**src/rtl/uart_cmd_pkg.sv**
```systemverilog
// Shared constants for the UART command front-end: FSM encoding and default
// frame byte values.
package uart_cmd_pkg;

   localparam logic [7:0] HEADER_DEF = 8'h55;
   localparam logic [7:0] CMD_WR_DEF = 8'h01;
   localparam logic [7:0] CMD_RD_DEF = 8'h02;

`ifdef SIM
   localparam int TIMEOUT_DEF = 52;
`else
   localparam int TIMEOUT_DEF = 52080;
`endif

   localparam logic [2:0] ST_IDLE  = 3'd0;
   localparam logic [2:0] ST_CMD   = 3'd1;
   localparam logic [2:0] ST_LEN   = 3'd2;
   localparam logic [2:0] ST_DATA  = 3'd3;
   localparam logic [2:0] ST_ISSUE = 3'd4;
   localparam logic [2:0] ST_WAIT  = 3'd5;

endpackage

```
**src/rtl/uart_cmd_ctrl_byte_timer.sv**
```systemverilog
// Inter-byte watchdog: counts idle cycles while enabled and flags the cycle
// in which the count reaches TIMEOUT-1. A clear in the same cycle wins.
module byte_timer #(
   parameter int TIMEOUT = 52080
) (
   input  logic clk,
   input  logic rst_n,
   input  logic clr,
   input  logic en,
   output logic expire
);

   localparam int CW = (TIMEOUT > 2) ? $clog2(TIMEOUT) : 1;

   logic [CW-1:0] cnt_q;
   logic [CW-1:0] cnt_d;
   logic          at_term_s;

   assign at_term_s = (cnt_q == CW'(TIMEOUT - 1));
   assign expire    = en & ~clr & at_term_s;

   // Next count: clear has priority, wrap on expiry so the counter never overflows.
   always_comb begin
      cnt_d = cnt_q;
      if (clr) begin
         cnt_d = '0;
      end else if (en) begin
         if (at_term_s) begin
            cnt_d = '0;
         end else begin
            cnt_d = cnt_q + CW'(1);
         end
      end else begin
         cnt_d = cnt_q;
      end
   end

   // Counter register.
   always_ff @(posedge clk or negedge rst_n) begin
      if (!rst_n) begin
         cnt_q <= '0;
      end else begin
         cnt_q <= cnt_d;
      end
   end

endmodule

```
**src/rtl/uart_cmd_ctrl.sv**
```systemverilog
// Parses HEADER/CMD/LEN/payload frames from a UART byte stream, feeds the
// SDRAM write FIFO and triggers one SDRAM burst per accepted frame.
module uart_cmd_ctrl
   import uart_cmd_pkg::*;
#(
   parameter logic [7:0] HEADER  = HEADER_DEF,
   parameter logic [7:0] CMD_WR  = CMD_WR_DEF,
   parameter logic [7:0] CMD_RD  = CMD_RD_DEF,
   parameter int         TIMEOUT = TIMEOUT_DEF
) (
   input  logic       clk,
   input  logic       rst_n,
   input  logic [7:0] rx_data,
   input  logic       rx_valid,
   input  logic       sdram_done,
   output logic       wfifo_wr_en,
   output logic [7:0] wfifo_wr_data,
   output logic       wr_trig,
   output logic       rd_trig,
   output logic [7:0] burst_len,
   output logic       busy,
   output logic       err
);

   logic [2:0] state_q, state_d;
   logic       is_wr_q, is_wr_d;
   logic [7:0] len_q, len_d;
   logic [7:0] pay_cnt_q, pay_cnt_d;
   logic       wen_q, wen_d;
   logic [7:0] wdata_q, wdata_d;
   logic       wr_trig_q, wr_trig_d;
   logic       rd_trig_q, rd_trig_d;
   logic       busy_q, busy_d;
   logic       err_q, err_d;
   logic       timed_s;
   logic       expire_s;
   logic [7:0] pay_inc_s;

   assign timed_s   = (state_q == ST_CMD) || (state_q == ST_LEN) || (state_q == ST_DATA);
   assign pay_inc_s = pay_cnt_q + 8'd1;

   byte_timer #(.TIMEOUT(TIMEOUT)) u_byte_timer (
      .clk    (clk),
      .rst_n  (rst_n),
      .clr    (rx_valid | ~timed_s),
      .en     (timed_s),
      .expire (expire_s)
   );

   // Frame FSM and next values of all registered outputs.
   always_comb begin
      state_d   = state_q;
      is_wr_d   = is_wr_q;
      len_d     = len_q;
      pay_cnt_d = pay_cnt_q;
      wen_d     = 1'b0;
      wdata_d   = wdata_q;
      wr_trig_d = 1'b0;
      rd_trig_d = 1'b0;
      err_d     = 1'b0;
      case (state_q)
         ST_IDLE: begin
            pay_cnt_d = 8'd0;
            if (rx_valid && (rx_data == HEADER)) begin
               state_d = ST_CMD;
            end else begin
               state_d = ST_IDLE;
            end
         end
         ST_CMD: begin
            if (rx_valid) begin
               if (rx_data == CMD_WR) begin
                  is_wr_d = 1'b1;
                  state_d = ST_LEN;
               end else if (rx_data == CMD_RD) begin
                  is_wr_d = 1'b0;
                  state_d = ST_LEN;
               end else begin
                  err_d   = 1'b1;
                  state_d = ST_IDLE;
               end
            end else if (expire_s) begin
               err_d   = 1'b1;
               state_d = ST_IDLE;
            end else begin
               state_d = ST_CMD;
            end
         end
         ST_LEN: begin
            if (rx_valid) begin
               if (rx_data != 8'd0) begin
                  len_d     = rx_data;
                  pay_cnt_d = 8'd0;
                  state_d   = is_wr_q ? ST_DATA : ST_ISSUE;
               end else begin
                  err_d   = 1'b1;
                  state_d = ST_IDLE;
               end
            end else if (expire_s) begin
               err_d   = 1'b1;
               state_d = ST_IDLE;
            end else begin
               state_d = ST_LEN;
            end
         end
         ST_DATA: begin
            // Bytes equal to HEADER are payload here; there is no resync.
            if (rx_valid) begin
               wen_d     = 1'b1;
               wdata_d   = rx_data;
               pay_cnt_d = pay_inc_s;
               if (pay_inc_s == len_q) begin
                  state_d = ST_ISSUE;
               end else begin
                  state_d = ST_DATA;
               end
            end else if (expire_s) begin
               err_d   = 1'b1;
               state_d = ST_IDLE;
            end else begin
               state_d = ST_DATA;
            end
         end
         ST_ISSUE: begin
            wr_trig_d = is_wr_q;
            rd_trig_d = ~is_wr_q;
            state_d   = ST_WAIT;
         end
         ST_WAIT: begin
            err_d = rx_valid;
            if (sdram_done) begin
               state_d = ST_IDLE;
            end else begin
               state_d = ST_WAIT;
            end
         end
         default: begin
            state_d = ST_IDLE;
         end
      endcase
      busy_d = (state_d != ST_IDLE);
   end

   // State and output registers.
   always_ff @(posedge clk or negedge rst_n) begin
      if (!rst_n) begin
         state_q   <= ST_IDLE;
         is_wr_q   <= 1'b0;
         len_q     <= 8'd0;
         pay_cnt_q <= 8'd0;
         wen_q     <= 1'b0;
         wdata_q   <= 8'd0;
         wr_trig_q <= 1'b0;
         rd_trig_q <= 1'b0;
         busy_q    <= 1'b0;
         err_q     <= 1'b0;
      end else begin
         state_q   <= state_d;
         is_wr_q   <= is_wr_d;
         len_q     <= len_d;
         pay_cnt_q <= pay_cnt_d;
         wen_q     <= wen_d;
         wdata_q   <= wdata_d;
         wr_trig_q <= wr_trig_d;
         rd_trig_q <= rd_trig_d;
         busy_q    <= busy_d;
         err_q     <= err_d;
      end
   end

   assign wfifo_wr_en   = wen_q;
   assign wfifo_wr_data = wdata_q;
   assign wr_trig       = wr_trig_q;
   assign rd_trig       = rd_trig_q;
   assign burst_len     = len_q;
   assign busy          = busy_q;
   assign err           = err_q;

endmodule

```
**config.mk**
```make
export PLATFORM = sky130hd
export DESIGN_NAME = uart_cmd_ctrl
export DESIGN_NICKNAME = d
export VERILOG_FILES = /design/src/rtl/uart_cmd_pkg.sv /design/src/rtl/uart_cmd_ctrl_byte_timer.sv /design/src/rtl/uart_cmd_ctrl.sv
export SDC_FILE = /design/constraint.sdc
export NUM_CORES = 1
export LEC_CHECK = 0
export ABC_AREA = 0
export CORE_MARGIN = 3
export CORE_UTILIZATION = 50
export CTS_CLUSTER_SIZE = 20
export DETAILED_ROUTE_END_ITERATION = 10
export PLACE_DENSITY = 0.79
export SLEW_MARGIN = 20
export SYNTH_ARGS = -nofsm -noshare
export SYNTH_HDL_FRONTEND = slang
export SYNTH_SLANG_ARGS = --single-unit
```
**constraint.sdc**
```tcl
create_clock -name clk -period 3.1 [get_ports clk]
set_input_delay 0.62 -clock clk [delete_from_list [all_inputs] [get_ports clk]]
set_output_delay 0.62 -clock clk [all_outputs]
set_load 0.02 [all_outputs]
```
# [Word level (Yosys, flattened, before mapping)]
# Cells that the tools add are included.
[op_classes] n_addsub=2 eq_ne=13 n_mux=35 bitwise=6 n_reduce_logical=13
[ops] cell="$mux W16" count=3
[ops] cell="$mux W8" count=3
[ops] cell="$pmux W8 S3" count=1
[ops] cell="$mux W3" count=7
[ops] cell="$pmux W3 S6" count=1
[ops] cell="$add A16 B1 Y16 const B" count=1
[ops] cell="$eq A16 B16 Y1 const B" count=1
[ops] cell="$mux W1" count=15
[ops] cell="$add A8 B1 Y8 const B" count=1
[ops] cell="$eq A8 B1 Y1 const B" count=1
[ops] cell="$eq A8 B2 Y1 const B" count=1
[ops] cell="$eq A8 B7 Y1 const B" count=1
[ops] cell="$eq A8 B8 Y1" count=1
[ops] cell="$mux W2" count=4
[ops] cell="$reduce_bool A8 Y1" count=1
[ops] cell="$eq A3 B2 Y1 const B" count=2
[ops] cell="$eq A3 B3 Y1 const B" count=2
[ops] cell="$reduce_and A3 Y1" count=2
[ops] cell="$reduce_bool A3 Y1" count=2
[ops] cell="$ne A2 B2 Y1 const B" count=2
[ops] cell="$pmux W1 S4" count=1
[ops] cell="$reduce_and A4 Y1" count=1
[ops] cell="$reduce_bool A2 Y1" count=2
[ops] cell="$eq A3 B1 Y1 const B" count=1
[ops] cell="8 further kinds" count=12
[word_totals] register_bits=49 in_bits=12

# [Longest topological paths before layout]
# Gate-level depths: netlist of the first run.
[logic_depth] word_depth=12 depth_mapped=7 depth_no_buf=6

# [Modules after synthesis]
# From an unflattened synthesis of the first run, not the netlist that was laid out.
[unflattened] hier_cells=305 hier_area_um2=2812.7
[by_module_without_submodules] mod="uart_cmd_ctrl" instances=1 cells_per_inst=191 area_each_um2=1766.7
[by_module_without_submodules] mod="byte_timer" instances=1 cells_per_inst=114 area_each_um2=1046.0

# [Worst setup path before layout of the first run]
# Ideal clock, no wire load.
[synth_path] kind="input port to flip-flop" from="input port rx_data[3]" to="register busy_q (netlist: busy)" setup_time_ps=136 arrival_ps=1808 required_ps=2964 slack_ps=1156 cell_stages=5 path_cell_list="or3_1 > nor3_1 > nor2_2 > a32o_1 > nand4b_1"
[synth_via] elab_chain_len=6
[synth_rtl] element="start, declared" line_no="uart_cmd_ctrl.sv:13" source="input logic [7:0] rx_data,"
[synth_rtl] element="$eq A8 B2 Y1" line_no="uart_cmd_ctrl.sv:75" source="end else if (rx_data == CMD_RD) begin"
[synth_rtl] element="$mux W2" line_no="uart_cmd_ctrl.sv:75"
[synth_rtl] element="$mux W2" line_no="uart_cmd_ctrl.sv:72" source="if (rx_data == CMD_WR) begin"
[synth_rtl] element="$mux W3" line_no="uart_cmd_ctrl.sv:71" source="if (rx_valid) begin"
[synth_rtl] element="$pmux W3 S6 (*)" line_no="uart_cmd_ctrl.sv:61" source="case (state_q)"
[synth_rtl] element="$reduce_bool A3 Y1 (*)" line_no="uart_cmd_ctrl.sv:141" source="busy_d = (state_d != ST_IDLE);"
[synth_rtl] element="net busy_d" line_no="uart_cmd_ctrl.sv:33" source="logic busy_q, busy_d;"
[synth_rtl] element="end signal, assigned" line_no="uart_cmd_ctrl.sv:166" source="busy_q <= busy_d;"
[synth_rtl] element="end, declared" line_no="uart_cmd_ctrl.sv:33"
# The timed path passes the listed nets; every way through them passes the cells marked *.
# A chain may end at the register's enable or synchronous reset.

# [Worst setup path after layout of the first run]
# Same ends and word-level chain as after synthesis.

==> results of run 1 <==
-- registers in the layout, summed over array words and instances (netlist names) --
name,flops
rd_trig,1
busy,1
pay_cnt_q,8
u_byte_timer.cnt_q,16
burst_len,8
wfifo_wr_data,8
err,1
wfifo_wr_en,1
wr_trig,1
state_q,3
is_wr_q,1
-- report_power, final --
group | internal [uW] | switching (uW) | total (uW) | leakage, uW
registers | 639 | 0.647 | 640 | 0.000680
logic | 17.2 | 25.4 | 42.6 | 0.000592
clock network | 159 | 202 | 361 | 0.0000374
-- synthesized netlist by cell type, drive strengths merged, types with 2 or more instances --
library cell	n	area (um2)
mux2	9	101.4
xor2	10	87.58
nand2	43	168.9
nand4	4	25.02
clkbuf	4	15.01
a21oi	8	40.04
o21ai	16	80.08
xnor2	9	78.83
o31ai	3	22.52
nand2b	3	18.77
nor2	26	100.1
inv	6	22.52
o41ai	2	17.52
buf	6	46.29
nor3	3	15.01
and3	4	25.02
o211ai	2	15.01
ha	2	25.02
and4	5	46.29
a21o	3	22.52
nand3	9	45.04
or3	5	31.28
nor4b	2	17.52
or2	2	12.52
nor2b	4	25.02
a31oi	3	18.77
dfrtp	49	1226
and2	5	31.28
-- worst max-delay path by stage --
stage,from,end,slack [ns],cells past startpoint
global placement,rx_data[3],busy$_DFF_PN0_,0.57,6
floorplan,rx_data[3],busy$_DFF_PN0_,1.16,5
finish,rx_data[3],busy$_DFF_PN0_,0.79,6
detailed placement,rx_data[3],busy$_DFF_PN0_,0.53,6
global route,rx_data[3],pay_cnt_q[3]$_DFFE_PN0P_,0.70,6
CTS,rx_data[3],busy$_DFF_PN0_,0.85,6
-- metrics by stage --
stage	setup WS [ns]	util, %	hold WS (ns)	total power [uW]
5_1_grt	0.6984	61.90	0.3653	1092
3_3_place_gp	0.5660	60.03	0.4595	694.0
2_1_floorplan	1.156	-	0.3244	661.6
4_1_cts	0.8511	61.84	0.4825	1059
3_5_place_dp	0.5300	60.03	0.4614	694.9
6_report	0.7861	61.90	0.3227	1043
-- layout make-up --
cell class | instances | area (um2) | area share [%]
multi-input cells | 198 | 1236 | 41.46
flip-flops and latches | 49 | 1226 | 41.12
repair buffers | 33 | 325.3 | 10.91
well taps | 67 | 83.83 | 2.812
clock buffers | 6 | 72.57 | 2.434
inverters | 6 | 22.52 | 0.7554
clock inverters | 2 | 15.01 | 0.5036
-- cell usage in the layout, fill, tap and decap left out, types with 3 or more instances in the layout --
master           netlist  final
or3_1                  5      5
nand4_1                4      4
and2_1                 4      4
clkbuf_8               0      5
nor2b_1                4      4
a21oi_1                8      8
mux2_2                 9      9
a21o_1                 3      3
and4_1                 4      4
xor2_1                10     10
nand2b_1               3      3
o31ai_1                3      3
inv_1                  6      6
dfrtp_1               49     49
and3_1                 4      4
nor3_1                 3      3
clkdlybuf4s50_1        0     31
nand3_1                9      9
o21ai_0               16     16
xnor2_1                9      9
nand2_1               42     42
nor2_1                25     25
a31oi_1                3      3
-- metal layers --
layer	share of wire [%]	global-route usage, %	vias up
li1	-	-	977
met1	50	27.39	944
met2	44	27.12	57
met3	4.8	4.640	9
met4	0.99	4.448	0
met5	0	0	-
-- worst max-delay path, cell delays in order --
cell and delay (ns):
clkdlybuf4s50_1 0.45, or3_1 0.46, nor3_1 0.35, nor2_2 0.18
a32o_1 0.25, nand4b_1 0.17
-- logic make-up after synthesis --
group,after synthesis,synth area share (%)
AO/OA/AOI/OAI,45,11.55
XOR/XNOR,19,6.536
adder cells (fa/ha/maj),2,0.9826
buffers and inverters,16,3.292
flip-flops,49,48.16
multiplexers,9,3.980
AND/OR/NAND/NOR,123,25.50
==> summary.txt, run 1 <==
Status
  • Outcome: finished clean

Clocking
  • Worst-Skew Late Latency: 0.30 ns
  • Post_cts resized: 0
  • CTS clock-pin slew for the worst setup and hold paths: 0.08 ns
  • Post-CTS Setup Repair Bufs: 0
  • CTS tree: built
  • Clock sink count: 49
  • Clock buffer depth: 2
  • Hold-fix buffers, CTS: 0
  • Root Buffer: clkbuf_8
  • H-tree level count: 2
  • CTS Buf Count: 5

STA
  • Worst slew pin tran: 0.5999 ns
  • Worst slew margin: 60.01%
  • Setup TNS: 0 ns
  • Pins Over Slew Limit: 0
  • Final cycle utilization of the critical path: 74.64%
  • Final Hold Vio Count: 0
  • Fmax: about 0.43 GHz
  • Min Tclk post-route: 2.314 ns
  • Skew final: 0.006253 ns
  • RSZ-0062 raised after global routing: false
  • # setup viols final: 0

Setup path
  • Max FO, Critical Path: 10
  • Reg2Reg Depth: 4
  • R2R Setup Slk: ~1 ns
  • Crit Path Category: input pin to flip-flop
  • CP Data Arrival Time: roughly 2.5 ns
  • Crit. End Element: flip-flop
  • Required @ worst endpoint: 3.27 ns
  • R2R Path Start: u_byte_timer.cnt_q[7]$_DFFE_PN0P_
  • Worst r2r dst: u_byte_timer.cnt_q[3]$_DFFE_PN0P_
  • CP Launch Type: input pin

Yosys
  • Synth Cell Area: around 2500 um2
  • Primary FF master, synth: dfrtp_1
  • Syn nets: 277
  • Synth unique cells: 51
  • Post-synth ARST share: 100.0%
  • EDFF count, synth: 0
  • Syn Area/Cell: 9.681 um2
  • Synth Register Bits: 49
  • Sequential cell area fraction in the yosys report: 48.16%
  • Post-Synthesis Cells: 263
  • Synth warn: 0

Drt
  • Final ANT Viol Nets: 0
  • Total vias in the final route: 1,987
  • DR DRC count: 0
  • Post-Route WL: 5044 um
  • Via/cell ratio: between 5 and 6
  • Total iterations of the first detailed-routing run: 4
  • 1st-iter DRT viols: roughly 140
  • Routed length per instance: 13.97 um

Cells and area
  • Nets: 307
  • Share of layout cells above drive strength 1: 9.184%
  • Syn-to-layout area delta: 17.10%
  • Fillers: between 400 and 500
  • Diodes inserted: 0
  • Fin area: just under 3000 um2
  • Fin cells: between 300 and 400

Flow run
  • Max_cap viols: 0

Floorplanning
  • Core outline area: 4817 um2
  • Top-Level Pins: 33
  • Horiz. Die Dim: 77.36 um
  • Die area: 5985 um2
  • Initial Utilization: between 50% and 60%
  • Die height: 77.36 um
  • Number of core rows: 25

Power
  • Maximum VDD drop: about 0.24 mV
  • P per Cell Area: 349.7 nW/um2
  • Leak: 0.001309 uW

Place
  • Placer congestion estimate: 0.8131
  • Area after DPL: 2892 um2
  • Placed insts: roughly 350
  • HPWL after detailed placement: 3704 um
  • IO buf count: 32

GRT
  • Grt ovf: 0
  • Tot GR Track Use: between 10% and 20%
  • Global-route wire length before repair: 8935 um
  • Via count of the first global-routing pass: 1,902
  • Largest net degree at the start of global routing: 50
  • Initial antenna violation count: 0

Hold path
  • Hold crit path type: input pin to async pin
Power figures use the tool's default switching activity.
==> inputs of run 2 (changes only) <==
Clock period 3.1 ns to 2.35 ns, I/O delays scaled along.
==> run 2 against run 1 <==
First-iteration DRC count shrank 5.9%. Non-clock buffer count grew 13. Register-to-register slack worse by 0.80 ns. Critical path depth is 2 lower. Utilization rose by 2.5 points. Clock-buffer cell count unchanged. Via count up 5.2%. Largest power group unchanged. Cell count up 3.6%. Worst setup slack got worse by 0.57 ns.
==> summary.txt, run 2 (synthesis results as in run 1) <==
Clocking
  • CTS Buf Count: 5
  • Post-CTS Setup Repair Bufs: 0
  • CTS clock-pin slew for the worst setup and hold paths: 0.09 ns
  • Worst-Skew Late Latency: 0.31 ns
  • Clock buffer depth: 2
  • Hold-fix buffers, CTS: 0
  • Clock sink count: 49
  • Post_cts resized: 0
  • Root Buffer: clkbuf_8
  • H-tree level count: 2
  • CTS tree: built

Setup path
  • Crit. End Element: flip-flop
  • Crit-path cells: or4b_2 > nor4_4 > or2_1 > a21oi_1
  • Slowest stage cell, crit path: or4b_2
  • CP Launch Type: flip-flop
  • CP Data Arrival Time: approximately 2.3 ns
  • Worst path max stage delay: 0.72 ns
  • R2R Path Start: u_byte_timer.cnt_q[7]$_DFFE_PN0P_
  • Reg2Reg Depth: 4
  • Required @ worst endpoint: approximately 2.5 ns
  • R2R Setup Slk: 0.22 ns
  • Max FO, Critical Path: 15
  • Crit Path Category: flip-flop to flip-flop
  • Worst r2r dst: u_byte_timer.cnt_q[9]$_DFFE_PN0P_

Cells and area
  • Syn-to-layout area delta: 21.77%
  • Final core occ: 64.36%
  • Largest register by flop count: u_byte_timer.cnt_q
  • Max reg flops: 16
  • Nets: 320
  • Most common cell after layout, fill and taps aside: dfrtp_1
  • Diodes inserted: 0
  • Fin cells: 374
  • Share of layout cells above drive strength 1: 13.03%
  • Fillers: 409
  • Most frequent cells in the layout: dfrtp_1 (49), nand2_1 (42), clkdlybuf4s50_1 (31)

STA
  • Final Hold Vio Count: 0
  • Skew final: 0.007114 ns
  • Final cycle utilization of the critical path: 90.62%
  • Min Tclk post-route: 2.130 ns
  • Pins Over Slew Limit: 0
  • Worst slew margin: 65.03%
  • Worst Hold Slack: 0.1222 ns
  • Fmax: 0.4696 GHz
  • Worst slew pin tran: roughly 0.52 ns
  • # setup viols final: 0
  • RSZ-0062 raised after global routing: false

Drt
  • Total vias in the final route: approximately 2,100
  • DR DRC count: 0
  • 1st-iter DRT viols: 128
  • Total iterations of the first detailed-routing run: 4
  • Post-Route WL: about 5800 um
  • Routed length per instance: 15.40 um
  • Via/cell ratio: ~5.6
  • Final ANT Viol Nets: 0

GRT
  • Met2 global-route usage: between 30% and 40%
  • Via count of the first global-routing pass: around 2,100
  • Tot GR Track Use: 21.10%
  • Grt ovf: 0
  • Met3 Usage GRT: 4.408%
  • GRT busiest layer: met2
  • Met1 Use GR: 29.12%
  • Initial antenna violation count: 0
  • Largest net degree at the start of global routing: 30
  • Global-route wire length before repair: 10,090 um

Power
  • Maximum VDD drop: approximately 0.32 mV
  • Leak: 0.001389 uW
  • P per Cell Area: 455.8 nW/um2

Place
  • HPWL after detailed placement: 4317 um
  • Placed insts: 366
  • Placer congestion estimate: 0.8641
  • IO buf count: 32

Floorplanning
  • Initial Utilization: 52.86%
  • Horiz. Die Dim: 77.36 um
  • Core outline area: 4817 um2
  • Die height: 77.36 um
  • Top-Level Pins: 33
  • Die area: 5985 um2
  • Number of core rows: 25

Status
  • Outcome: finished clean

Flow run
  • Max_cap viols: 0

Hold path
  • Hold crit path type: input pin to async pin
run 2: cell count changes in the layout (fill, tap and decap cells not counted), sizes merged:
cell / delta
buf: +13
clkinvlp: -2
clkinv: +1
inv: +1
run 2: routing by layer:
layer	share of wire [%]	up-vias	routed length, um
met5	0	-	0
met4	1.4	0	83
met3	4.8	7	274
met2	48	61	2748
met1	46	1017	2654
li1	-	1006	-
run 2: per-stage QoR:
step	setup slack (ns)	area (um2)	total power, uW	setup TNS (ns)
after global routing	0.05148	3100	1465	0
after detailed placement	-0.03131	3014	931.3	-0.09351
after CTS	0.2068	3100	1432	0
after global placement	0.05790	3014	928.7	0
final	0.2203	3100	1413	0
after floorplan	0.5556	2546	872.7	0
run 2: critical path: cells and delay by family (launching register included):
| kind | cells | cell delay (ns) |
|---|---|---|
| AND/OR/NAND/NOR | 3 | 1.44 |
| flip-flops | 1 | 0.44 |
| AO/OA/AOI/OAI | 1 | 0.11 |
run 2: worst max path at each step:
stage	start	end	slack, ns	cells after the start
after floorplan	rx_data[3]	busy$_DFF_PN0_	0.56	5
after global placement	rx_data[3]	pay_cnt_q[4]$_DFFE_PN0P_	0.06	6
after detailed placement	rx_data[3]	pay_cnt_q[4]$_DFFE_PN0P_	-0.03	6
after CTS	u_byte_timer.cnt_q[7]$_DFFE_PN0P_	u_byte_timer.cnt_q[9]$_DFFE_PN0P_	0.21	4
after global routing	rx_data[5]	pay_cnt_q[4]$_DFFE_PN0P_	0.05	6
final	u_byte_timer.cnt_q[7]$_DFFE_PN0P_	u_byte_timer.cnt_q[9]$_DFFE_PN0P_	0.22	4
run 2: power by group:
| part | switching, uW | leakage (uW) | internal (uW) |
|---|---|---|---|
| Clock | 287 | 0.0000456 | 212 |
| Combinational | 36.7 | 0.000664 | 32.9 |
| Sequential | 0.869 | 0.000680 | 843 |
| Total | 325 | 0.00139 | 1090 |
run 2: cell type report:
class                      instances  area (um2)  share of cell area (%)
multi-input combinational        198        1236                   39.87
tap                               67       83.83                   2.704
inverter                           6       22.52                  0.7264
clock inverter                     2       13.76                  0.4439
clock buffer                       6       72.57                   2.341
sequential                        49        1226                   39.55
timing repair buffer              46       445.4                   14.37
==> inputs of run 3 (changes only) <==
Settings changed: TNS_END_PERCENT from default to 10.
==> results of run 3 <==
Final layout, timing and power as in run 2 (identical DEF).
